--- config.mk ---
export PLATFORM = sky130hd
export DESIGN_NAME = cnn_seq_ctrl
export DESIGN_NICKNAME = d
export VERILOG_FILES = /design/src/rtl/cnn_seq_ctrl.sv
export SDC_FILE = /design/constraint.sdc
export NUM_CORES = 1
export LEC_CHECK = 0
export ABC_AREA = 1
export ABC_CLOCK_PERIOD_IN_PS = 2400
export CAP_MARGIN = 20
export CORE_MARGIN = 2
export CORE_UTILIZATION = 42
export DETAILED_ROUTE_END_ITERATION = 16
export PLACE_DENSITY = 0.61
export REMOVE_ABC_BUFFERS = 1
export SYNTH_ARGS = -nofsm -noshare
export SYNTH_HDL_FRONTEND = slang
export SYNTH_SLANG_ARGS = --single-unit
--- constraint.sdc ---
create_clock -name clk -period 2.4 [get_ports clk]
set_clock_uncertainty 0.15 [all_clocks]
set_input_delay 0.6 -clock clk [delete_from_list [all_inputs] [get_ports clk]]
set_output_delay 0.6 -clock clk [all_outputs]
set_load 0.05 [all_outputs]
--- src/rtl/cnn_seq_ctrl.sv ---
// ---------------------------------------------------------------------------
// cnn_seq_ctrl
//
// Frame sequencer for the CNN layer pipeline (conv, pool, conv, pool, dense).
// A host start request launches stage 0. Each stage's ready pulse launches
// the next stage. After the last stage reports ready, the sequencer waits
// for the UART to finish sending the result byte and then signals completion.
// A per-stage watchdog moves the sequencer to an error state if a stage, or
// the transmitter, stalls.
//
// Ports:
//   clk       in   system clock, rising edge
//   rst_n     in   asynchronous active-low reset
//   strt      in   frame start request (single-cycle pulse)
//   abort     in   synchronous abort, returns to idle
//   stg_rdy   in   [NUM_STG] per-stage ready pulses
//   tx_done   in   UART finished sending the result byte
//   stg_strt  out  [NUM_STG] one-hot, single-cycle stage start pulses
//   bsy       out  frame in progress
//   done      out  one-cycle frame-complete pulse
//   err_tmo   out  sticky watchdog timeout flag
//   err_spur  out  sticky flag: ready pulse from a stage that is not running
//   cur_stg   out  [STG_W] index of the running (or failed) stage
//   frm_cnt   out  [8] completed-frame counter, wraps at 256
//
// Every output is a register. The two combinational processes only compute
// next-state values, so no input reaches an output in the same cycle.
// ---------------------------------------------------------------------------
module cnn_seq_ctrl #(
  parameter int NUM_STG = 5,
  parameter int TMO_CYC = 1000000,
  parameter int STG_W   = 3
) (
  input  logic               clk,
  input  logic               rst_n,
  input  logic               strt,
  input  logic               abort,
  input  logic [NUM_STG-1:0] stg_rdy,
  input  logic               tx_done,
  output logic [NUM_STG-1:0] stg_strt,
  output logic               bsy,
  output logic               done,
  output logic               err_tmo,
  output logic               err_spur,
  output logic [STG_W-1:0]   cur_stg,
  output logic [7:0]         frm_cnt
);

  // The watchdog counts 0 .. TMO_CYC-1. For TMO_CYC >= 2, $clog2 gives
  // enough bits to hold TMO_CYC-1.
  localparam int                 WDG_W    = $clog2(TMO_CYC);
  localparam logic [WDG_W-1:0]   WDG_MAX  = WDG_W'(TMO_CYC - 1);
  localparam logic [STG_W-1:0]   LAST_STG = STG_W'(NUM_STG - 1);
  localparam logic [NUM_STG-1:0] STG0_OH  = NUM_STG'(1);

  typedef enum logic [1:0] {
    S_IDLE,
    S_RUN,
    S_WAIT_TX,
    S_ERR
  } state_t;

  state_t state, state_nxt;

  logic [WDG_W-1:0]   wdg, wdg_nxt;
  logic [NUM_STG-1:0] stg_strt_nxt;
  logic               bsy_nxt;
  logic               done_nxt;
  logic               err_tmo_nxt;
  logic               err_spur_nxt;
  logic [STG_W-1:0]   cur_stg_nxt;
  logic [7:0]         frm_cnt_nxt;

  // Decode the ready vector against the running stage. A one-hot mask is
  // used instead of indexing so that the unused index codes above
  // NUM_STG-1 never select anything.
  logic [NUM_STG-1:0] cur_oh;
  logic               rdy_cur;
  logic               rdy_oth;
  logic               rdy_any;
  logic               wdg_exp;

  assign cur_oh  = STG0_OH << cur_stg;
  assign rdy_cur = |(stg_rdy & cur_oh);
  assign rdy_oth = |(stg_rdy & ~cur_oh);
  assign rdy_any = |stg_rdy;
  assign wdg_exp = (wdg == WDG_MAX);

  // -------------------------------------------------------------------------
  // State register and output registers
  // -------------------------------------------------------------------------
  // NOTE: sequential state uses non-blocking (<=) assignments. All registers
  // then update together from values sampled before the clock edge.
  always_ff @(posedge clk or negedge rst_n) begin
    if (!rst_n) begin
      state    <= S_IDLE;
      wdg      <= '0;
      stg_strt <= '0;
      bsy      <= 1'b0;
      done     <= 1'b0;
      err_tmo  <= 1'b0;
      err_spur <= 1'b0;
      cur_stg  <= '0;
      frm_cnt  <= '0;
    end else begin
      state    <= state_nxt;
      wdg      <= wdg_nxt;
      stg_strt <= stg_strt_nxt;
      bsy      <= bsy_nxt;
      done     <= done_nxt;
      err_tmo  <= err_tmo_nxt;
      err_spur <= err_spur_nxt;
      cur_stg  <= cur_stg_nxt;
      frm_cnt  <= frm_cnt_nxt;
    end
  end

  // -------------------------------------------------------------------------
  // Next-state logic
  // -------------------------------------------------------------------------
  // NOTE: each variable written in always_comb receives a default value
  // first. Any path that does not assign it therefore cannot infer a latch.
  always_comb begin
    state_nxt = state;
    if (abort) begin
      state_nxt = S_IDLE;
    end else begin
      unique case (state)
        S_IDLE: begin
          if (strt) state_nxt = S_RUN;
        end
        S_RUN: begin
          // A valid ready in the expiry cycle takes priority over the timeout.
          if (rdy_cur) begin
            if (cur_stg == LAST_STG) state_nxt = S_WAIT_TX;
          end else if (wdg_exp) begin
            state_nxt = S_ERR;
          end
        end
        S_WAIT_TX: begin
          if (tx_done)      state_nxt = S_IDLE;
          else if (wdg_exp) state_nxt = S_ERR;
        end
        S_ERR: begin
          if (strt) state_nxt = S_RUN;
        end
        default: state_nxt = S_IDLE;
      endcase
    end
  end

  // -------------------------------------------------------------------------
  // Output logic (next values of the registered outputs)
  // -------------------------------------------------------------------------
  always_comb begin
    stg_strt_nxt = '0;
    done_nxt     = 1'b0;
    bsy_nxt      = (state_nxt == S_RUN) || (state_nxt == S_WAIT_TX);
    wdg_nxt      = wdg;
    err_tmo_nxt  = err_tmo;
    err_spur_nxt = err_spur;
    cur_stg_nxt  = cur_stg;
    frm_cnt_nxt  = frm_cnt;

    // Spurious ready detection. Apart from setting this flag, a spurious
    // ready is ignored. A frame start below overrides the flag and clears it.
    if (((state == S_RUN) && rdy_oth) ||
        (((state == S_IDLE) || (state == S_WAIT_TX)) && rdy_any)) begin
      err_spur_nxt = 1'b1;
    end

    if (abort) begin
      cur_stg_nxt = '0;
      wdg_nxt     = '0;
    end else begin
      unique case (state)
        S_IDLE, S_ERR: begin
          if (strt) begin
            stg_strt_nxt = STG0_OH;
            cur_stg_nxt  = '0;
            wdg_nxt      = '0;
            err_tmo_nxt  = 1'b0;
            err_spur_nxt = 1'b0;
          end
        end
        S_RUN: begin
          if (rdy_cur) begin
            wdg_nxt = '0;
            if (cur_stg != LAST_STG) begin
              stg_strt_nxt = cur_oh << 1;
              cur_stg_nxt  = cur_stg + STG_W'(1);
            end
          end else if (wdg_exp) begin
            err_tmo_nxt = 1'b1;
          end else begin
            wdg_nxt = wdg + WDG_W'(1);
          end
        end
        S_WAIT_TX: begin
          if (tx_done) begin
            done_nxt    = 1'b1;
            frm_cnt_nxt = frm_cnt + 8'd1;
            cur_stg_nxt = '0;
            wdg_nxt     = '0;
          end else if (wdg_exp) begin
            // cur_stg stays at the last stage to show where the stall was.
            err_tmo_nxt = 1'b1;
          end else begin
            wdg_nxt = wdg + WDG_W'(1);
          end
        end
        default: begin
          cur_stg_nxt = '0;
          wdg_nxt     = '0;
        end
      endcase
    end
  end

endmodule

Word-level counts from Yosys, hierarchy flattened:

Index checks and enable logic that the tools add are counted.
Widths: inputs -> output; s select.

* flip-flop bits (word level): 42
* bits of input ports: 10
* logic and storage cells: 81
* memories: 0
* latch bits: 0
* output and inout bits: 20
* memory bits (writable): 0
* ROM bits: 0

* multipliers: 0
* reduce and logical (&&, ||, !) cells: 13
* mux-type cells: 36
* eq/ne operators: 15
* bitwise operators: 4
* order comparisons: 0
* div/mod/pow operators: 0
* add/sub/neg operators: 3
* shift-type cells: 1

Operators with widths (count)
* $mux 20: 5
* $pmux 20 s3: 1
* $add 20x1->20 const B: 1
* $eq 20x20->1 const B: 1
* $mux 3: 5
* $mux 5: 3
* $reduce_or 5->1: 3
* $mux 1: 12
* $mux 2: 6
* $and 5x5->5: 2
* $pmux 5 s2: 1
* $ne 3x3->1 const B: 3
* $pmux 3 s3: 1
* $add 8x1->8 const B: 1
* $reduce_and 4->1: 2
* $eq 2x2->1 const B: 3
* $pmux 2 s3: 1
* $not 5->5: 1
* $shl 1x3->5 const A: 1
* $eq 2x1->1 const B: 2
* $ne 2x2->1 const B: 2
* $add 3x1->3 const B: 1
* $eq 3x3->1 const B: 1
* $logic_or 1x1->1: 3
* other kinds (9): 10

Logic depth before layout (Yosys ltp):

Gate-level depths: netlist of the first run.

* depth in word-level cells: 10
* mapped depth: 13
* gate-level depth less buffers: 13

Least setup slack after synthesis of the first run:

No wires, ideal clock.

* path kind: reg-to-reg
* start point: reg cur_stg[0]
* end point: reg wdg[13]
* setup slack: 0.173 ns
* stages on the path, launching flop included: 13
* data arrival time: 2.001 ns
* required time: 2.174 ns
* setup time: 0.076 ns
* buffers on the path: 1
* clock period less this slack: 2.227 ns
* path through: dfrtp_1 -> inv_1 -> ha_1 -> nand2_1 -> inv_1 -> nand2_1 -> nand3_1 -> nor2_2 -> inv_2 -> o21ai_2 -> nand2_2 -> buf_6 -> o21ai_1

* cells in the longest elaborated chain, start to end: 6

Ends and longest elaborated chain
* start, declared: line 45 `output logic [STG_W-1:0] cur_stg,`
* start signal, assigned: line 113 `cur_stg <= cur_stg_nxt;`
* $shl 1x3->5: line 83 `assign cur_oh = STG0_OH << cur_stg;`
* $and 5x5->5: line 84 `assign rdy_cur = |(stg_rdy & cur_oh);`
* $reduce_or 5->1: line 84
* $mux 20: line 187 `if (rdy_cur) begin`
* $pmux 20 s3: line 176 `unique case (state)`
* $mux 20: line 172 `if (abort) begin`
* end signal, assigned: line 107 `wdg <= wdg_nxt;`
* end, declared: line 65 `logic [WDG_W-1:0] wdg, wdg_nxt;`

No other way between the ends.
A chain may end at the register's enable or synchronous reset.

Final worst setup path of the first run:

* start point: reg frm_cnt[2]
* end point: out frm_cnt[2]

RTL lines
* start, declared: line 46 `output logic [7:0] frm_cnt`
* start signal, assigned: line 114 `frm_cnt <= frm_cnt_nxt;`

No word-level cell between the ends.

==> results of run 1 <==
-- worst reg2reg max path, cell delays in order, from the launching register on --
cell                       delay [ns]
sky130_fd_sc_hd__dfrtp_1         0.45
sky130_fd_sc_hd__inv_1           0.14
sky130_fd_sc_hd__ha_1            0.39
sky130_fd_sc_hd__nor2_1          0.09
sky130_fd_sc_hd__inv_1           0.09
sky130_fd_sc_hd__nor2_2          0.04
sky130_fd_sc_hd__inv_1           0.21
sky130_fd_sc_hd__nand3b_1        0.22
sky130_fd_sc_hd__nand2_1         0.10
sky130_fd_sc_hd__o21ai_0         0.08
-- worst paths after layout --
path / to / cells past startpoint / start / slack, ns
min in group clk: frm_cnt[7] / 1 / frm_cnt[7] / 0.33
max in group asynchronous: wdg[12] / 2 / rst_n / 1.52
hold / removal: wdg[3] / 2 / rst_n / 0.20
setup reg to reg: cur_stg[1] / 9 / state[1] / 0.32
setup / recovery: frm_cnt[2] / 1 / frm_cnt[2] / 0.10
hold reg to reg: frm_cnt[7] / 1 / frm_cnt[7] / 0.33
-- metal layers --
| metal | vias to the layer above | global-route usage, % |
|---|---|---|
| li1 | 1196 | - |
| met1 | 1012 | 25.6 |
| met2 | 39 | 28.3 |
| met3 | 5 | 3.68 |
| met4 | 0 | 4.02 |
| met5 | - | 0 |
-- sequential cells by signal, indices dropped and copies added, names as in the netlist --
register  count
state         2
err_spur      1
err_tmo       1
stg_strt      5
cur_stg       3
wdg          20
done          1
frm_cnt       8
bsy           1
-- area by class of cell --
type | instances | area, um^2
fillers | 568 | 2870
clock buffers | 5 | 68.8
repair buffers | 38 | 353
clock inverters | 3 | 23.8
flip-flops and latches | 42 | 1050
well taps | 75 | 93.8
inverters | 47 | 176
multi-input cells | 255 | 1360
-- layout by cell type (no fill, tap or decap), drive strengths merged --
| cell | n |
|---|---|
| o22ai | 9 |
| nand3 | 24 |
| a21oi | 5 |
| mux2 | 1 |
| nand2 | 100 |
| buf | 10 |
| xnor2 | 6 |
| nor2 | 39 |
| clkinvlp | 2 |
| o21ai | 22 |
| nor3 | 12 |
| a31oi | 1 |
| clkdlybuf4s50 | 28 |
| ha | 10 |
| nor4 | 2 |
| nand3b | 1 |
| xor2 | 12 |
| dfrtp | 42 |
| nand4 | 10 |
| inv | 48 |
| clkbuf | 5 |
| o21a | 1 |
-- timing repair --
action | in CTS | in global routing
hold buffers | 0 | 0
resized for setup | 0 | 1
setup endpoints to repair | 0 | 6
endpoints found under the hold margin | 0 | 0
setup buffers | 0 | 0
-- stage by stage --
| step | setup WS [ns] | util [%] | instances | cell area [um^2] |
|---|---|---|---|---|
| after floorplan | 0.136 | - | 344 | 2580 |
| after global placement | 0.0812 | 50.5 | 457 | 3030 |
| after detailed placement | 0.0279 | 50.5 | 457 | 3030 |
| after CTS | 0.0816 | 52.1 | 465 | 3120 |
| after global routing | 0.0182 | 52.2 | 465 | 3130 |
| final | 0.102 | 52.2 | 465 | 3130 |
-- power breakdown --
group	leakage [nW]	internal, mW	switching (mW)	total (mW)
registers	0.573	0.759	0.0436	0.802
logic	0.869	0.237	0.466	0.703
clock network	0.0408	0.208	0.267	0.475
-- cells by family (layout without fill, tap and decap cells) --
family          Yosys count  in the layout  synth area share [%]
flops                    42             42                  40.0
buf+inv                  53             93                  8.56
mux                       1              1                 0.428
fa+ha+maj                10             10                  4.76
compound gates           38             38                  7.94
xor+xnor                 18             18                  5.99
simple gates            188            188                  32.4
==> PnR_summary.wiki, run 1 <==
{| class="wikitable"
! Metric !! Value
|-
| Overall die area || 0.00691 mm^2
|-
| Share of final-layout standard cells stronger than drive strength 1 || 8.72%
|-
| CTS sink cnt || 42
|-
| Clock slew seen by the registers of the worst setup and hold paths || 0.09 ns
|-
| HPWL after detailed placement || 4420 um
|-
| Worst Path Max Fanout || 4
|-
| Most common library cells after synthesis || 99 x sky130_fd_sc_hd__nand2_1, 44 x sky130_fd_sc_hd__inv_1, 42 x sky130_fd_sc_hd__dfrtp_1, 32 x sky130_fd_sc_hd__nor2_1, 22 x sky130_fd_sc_hd__nand3_1
|-
| Boundary Pins || 30
|-
| Number of flops mapped to enable cells by yosys || 0
|-
| Area share of the leading cell type in the synthesized netlist || 40.0%
|-
| Critical path data required time || 1.65 ns
|-
| Post-synthesis sequential area ratio || 40.0%
|-
| Cell count after synthesis || 350
|-
| Met3 WL post-DR || 187 um
|-
| Power Density || 634 mW/mm^2
|-
| Worst Setup End Kind || primary output
|-
| Biggest area contributors in the synthesized netlist || sky130_fd_sc_hd__dfrtp_1 40%, sky130_fd_sc_hd__nand2_1 14%, sky130_fd_sc_hd__inv_1 6.3%
|-
| Met2 WL post-DR || 2610 um
|-
| Final number of setup-violating endpoints || 0
|-
| Max-slew headroom || 64.6%
|-
| Run status || completed
|-
| Most area-hungry cell type in the Yosys netlist || sky130_fd_sc_hd__dfrtp_1
|-
| # H-tree levels || 2
|-
| Total Wirelength || 5750 um
|-
| Grt total ovfl || 0
|-
| Delay of the slowest critical-path stage || 0.83 ns
|-
| Initial core utilization || 43.9%
|-
| Pin count of the biggest net entering global routing || 43
|-
| Top delay family on crit path || buffers and inverters
|-
| Routed via count || 2,252
|-
| Setup CP Type || register to primary output
|-
| RSZ-0062 raised after global routing || no
|-
| Most frequent cell after synthesis || sky130_fd_sc_hd__nand2_1
|-
| Number of buffers on the longest clock path || 2
|-
| Worst hold slack after final layout || 0.199 ns
|-
| Antenna Cells || 0
|-
| Remaining number of nets flagged by the antenna check after routing || 0
|-
| Number of flip-flops and latches in the synthesized netlist || 42
|-
| Hold/Removal Path Class || input pin to asynchronous set/reset pin
|-
| Proportion of register bits with asynchronous set or reset after synthesis || 100%
|-
| Crit path cell chain || clkdlybuf4s50_1
|-
| Number of remaining DRC errors || 0
|-
| Worst EP arrival || 1.55 ns
|-
| Core area || 0.00599 mm^2
|-
| Category of the worst setup path launch point || register
|-
| Measured slew at the worst slew-check pin || 0.531 ns
|-
| Highest routed metal layer || met4
|-
| Critical path buffer and inverter count || 1
|-
| Number of buffers created by CTS || 5
|-
| Final total negative setup slack || 0 ns
|-
| Global-route wire length before repair || 10,300 um
|-
| Final critical path time including I/O delays and setup || 2.30 ns
|-
| Final-stage net count || 409
|-
| Antenna violations before repair || 0
|-
| Starting DRC count in detailed routing || 95
|-
| Met1 Routed Length || 2910 um
|-
| Routability congestion estimate || 0.909
|-
| Final hold violation count || 0
|-
| Area Growth Syn to Fin || 18.8%
|-
| Cell at the root of the clock tree || sky130_fd_sc_hd__clkbuf_8
|-
| Total count of max-transition violations in the final report || 0
|-
| Max stage delay cell, worst path || sky130_fd_sc_hd__clkdlybuf4s50_1
|-
| Final Cycle Share || 95.8%
|-
| Ys Warns || 0
|-
| Wirelength per Cell || 12.4 um
|-
| Die X-Extent || 83.1 um
|-
| Post-DR vias/cell || 4.84
|-
| Dominant register cell in the synthesized netlist || sky130_fd_sc_hd__dfrtp_1
|-
| Largest voltage drop on the vdd net || 0.382 mV
|-
| Overall global routing resource usage || 18.0%
|-
| Number of max-capacitance violations reported || 0
|-
| Clock insertion delay at the later pin of the skew report || 0.30 ns
|-
| Post-layout total power || 1.98 mW
|-
| Synthesized area per cell || 7.51 um^2
|-
| Leakage Power || 1.48 nW
|-
| Highest Clock Rate || 0.435 GHz
|-
| Number of distinct library cell variants in the gate-level netlist after synthesis || 28
|-
| Count of port buffers added during placement || 29
|-
| Clock tree from TritonCTS || done
|-
| Number of placement rows || 28
|-
| Vertical die dimension || 83.1 um
|-
| Area of the mapped netlist || 0.00263 mm^2
|-
| Detailed-routing iteration count for the pre-antenna-repair pass || 5
|-
| Number of global-route vias before repair || 2,210
|}
(Power assumes the default switching activity.)
==> inputs of run 2 (changes only) <==
- MAX_ROUTING_LAYER: default -> met4
==> run 2 against run 1 <==
Net effect:
- register-to-register slack hardly changed
- sequential power hardly changed
- final cell count stayed put
- maximum frequency hardly changed
- sequential share of layout area stayed put
- die area stayed put
- combinational power hardly changed
- clock power hardly changed
- critical path type unchanged
- critical endpoint unchanged
- largest cell class unchanged
==> PnR_summary.wiki, run 2 (synthesis gave the netlist of run 1 again) <==
{| class="wikitable"
! Metric !! Value
|-
| Cell at the root of the clock tree || sky130_fd_sc_hd__clkbuf_8 (unchanged)
|-
| Commonest cells after routing, fill and taps aside || 99 x sky130_fd_sc_hd__nand2_1, 44 x sky130_fd_sc_hd__inv_1, 42 x sky130_fd_sc_hd__dfrtp_1 (unchanged)
|-
| Initial core utilization || 43.9% (unchanged)
|-
| Starting DRC count in detailed routing || 92 (was 95)
|-
| Pin count of the biggest net entering global routing || 43 (unchanged)
|-
| Cell Count Post-Placement || 457 (unchanged)
|-
| Leakage Power || 1.48 nW (unchanged)
|-
| Largest voltage drop on the vdd net || 0.382 mV (about the same)
|-
| Antenna violations before repair || 0 (unchanged)
|-
| Worst Path Max Fanout || 4 (unchanged)
|-
| Setup WS post-layout || 0.102 ns (about the same)
|-
| Die X-Extent || 83.1 um (unchanged)
|-
| Count of port buffers added during placement || 29 (unchanged)
|-
| Number of buffers created by CTS || 5 (unchanged)
|-
| Category of the worst setup path launch point || register (unchanged)
|-
| Power Density || 633 mW/mm^2 (was 634 mW/mm^2)
|-
| Number of cell instances on the worst register-to-register path || 9 (unchanged)
|-
| Detailed-routing iteration count for the pre-antenna-repair pass || 4 (was 5)
|-
| CTS sink cnt || 42 (unchanged)
|-
| Run status || completed (unchanged)
|-
| Highest Clock Rate || 0.435 GHz (about the same)
|-
| Number of flip-flops in the largest register || 20 (unchanged)
|-
| Routed via count || 2,248 (was 2,252)
|-
| Final hold violation count || 0 (unchanged)
|-
| Measured slew at the worst slew-check pin || 0.537 ns (was 0.531 ns)
|-
| Critical path buffer and inverter count || 1 (unchanged)
|-
| Area Growth Syn to Fin || 18.8% (unchanged)
|-
| Number of buffers on the longest clock path || 2 (unchanged)
|-
| Total Wirelength || 5760 um (was 5750 um)
|-
| Boundary Pins || 30 (unchanged)
|-
| Critical path data required time || 1.65 ns (about the same)
|-
| Antenna Cells || 0 (unchanged)
|-
| Max stage delay cell, worst path || sky130_fd_sc_hd__clkdlybuf4s50_1 (unchanged)
|-
| Hold/Removal Path Class || input pin to asynchronous set/reset pin (unchanged)
|-
| Clock tree from TritonCTS || done (unchanged)
|-
| RSZ-0062 raised after global routing || no (unchanged)
|-
| Overall global routing resource usage || 18.5% (was 18.0%)
|-
| Max-slew headroom || 64.1% (was 64.6%)
|-
| Number of max-capacitance violations reported || 0 (unchanged)
|-
| Commonest non-fill, non-tap cell in the layout || sky130_fd_sc_hd__nand2_1 (unchanged)
|-
| Leading registers by flop count || wdg: 20 flops, frm_cnt: 8 flops, stg_strt: 5 flops (unchanged)
|-
| Remaining number of nets flagged by the antenna check after routing || 0 (unchanged)
|-
| Post-DR vias/cell || 4.83 (was 4.84)
|-
| Register bank with the most flops || wdg (unchanged)
|-
| Worst Setup End Kind || primary output (unchanged)
|-
| Vertical die dimension || 83.1 um (unchanged)
|-
| Final-stage net count || 409 (unchanged)
|-
| Final number of setup-violating endpoints || 0 (unchanged)
|-
| Top delay family on crit path || buffers and inverters (unchanged)
|-
| # H-tree levels || 2 (unchanged)
|-
| Delay of the slowest critical-path stage || 0.83 ns (about the same)
|-
| Setup WS pre-CTS || 0.0279 ns (unchanged)
|-
| Worst EP arrival || 1.55 ns (about the same)
|-
| Final total negative setup slack || 0 ns (unchanged)
|-
| Routability congestion estimate || 0.925 (was 0.909)
|-
| Number of global-route vias before repair || 2,210 (unchanged)
|-
| Number of non-filler instances in the completed layout || 465 (unchanged)
|-
| Share of final-layout standard cells stronger than drive strength 1 || 8.72% (unchanged)
|-
| Clock slew seen by the registers of the worst setup and hold paths || 0.09 ns (about the same)
|-
| Overall die area || 0.00691 mm^2 (unchanged)
|-
| Levels on crit path || 1 (unchanged)
|-
| Final critical path time including I/O delays and setup || 2.30 ns (about the same)
|-
| Clock insertion delay at the later pin of the skew report || 0.30 ns (about the same)
|-
| CTS Hold Bufs || 0 (unchanged)
|-
| Setup CP Type || register to primary output (unchanged)
|-
| Number of remaining DRC errors || 0 (unchanged)
|-
| Wirelength per Cell || 12.4 um (about the same)
|-
| Crit path cell chain || clkdlybuf4s50_1 (unchanged)
|-
| Post-layout total power || 1.98 mW (about the same)
|-
| Number of placement rows || 28 (unchanged)
|-
| Core area || 0.00599 mm^2 (unchanged)
|-
| Global-route wire length before repair || 10,300 um (unchanged)
|-
| # fillers || 568 (unchanged)
|-
| Total count of max-transition violations in the final report || 0 (unchanged)
|-
| HPWL after detailed placement || 4420 um (unchanged)
|-
| Worst hold slack after final layout || 0.198 ns (was 0.199 ns)
|-
| Final Cycle Share || 95.8% (about the same)
|-
| Grt total ovfl || 0 (unchanged)
|}
-- run 2: repair_timing --
action / in CTS / in global routing
setup buffers: 0 / 0
endpoints found under the setup margin: 0 / 6
gates resized for setup: 0 / 1
-- run 2: per-layer routing --
layer	global-route usage [%]	share of wire, %
met2	28.3	45
met1	25.6	52
met5	-	0
met3	3.68	2.6
met4	4.02	0.87
-- run 2: layout make-up --
cell class	count	area [um^2]	area share [%]
Multi-Input combinational cell	255	1360	43.5
Sequential cell	42	1050	33.6
Timing Repair Buffer	38	353	11.3
Inverter	47	176	5.64
Tap cell	75	93.8	3.00
Clock buffer	5	68.8	2.20
Clock inverter	3	23.8	0.761
-- run 2: worst paths after layout --
check | from | endpoint | slack [ns]
worst max-delay path | frm_cnt[2] | frm_cnt[2] | 0.10
worst min-delay path | rst_n | wdg[3] | 0.20
worst max register to register | state[1] | cur_stg[1] | 0.31
worst min register to register | frm_cnt[7] | frm_cnt[7] | 0.33
max in group asynchronous | rst_n | wdg[12] | 1.53
min in group clk | frm_cnt[7] | frm_cnt[7] | 0.33
-- run 2: power by group --
part           internal (mW)  total, mW  leakage (nW)  switching [mW]
sequential             0.759      0.803         0.573          0.0436
clock                  0.208      0.474        0.0408           0.266
combinational          0.237      0.703         0.869           0.466
total                   1.20       1.98          1.48           0.776
-- run 2: per-stage QoR --
stage	area (um^2)	util, %
floorplan	2580	-
global placement	3030	50.5
detailed placement	3030	50.5
CTS	3120	52.1
global route	3130	52.2
finish	3130	52.2
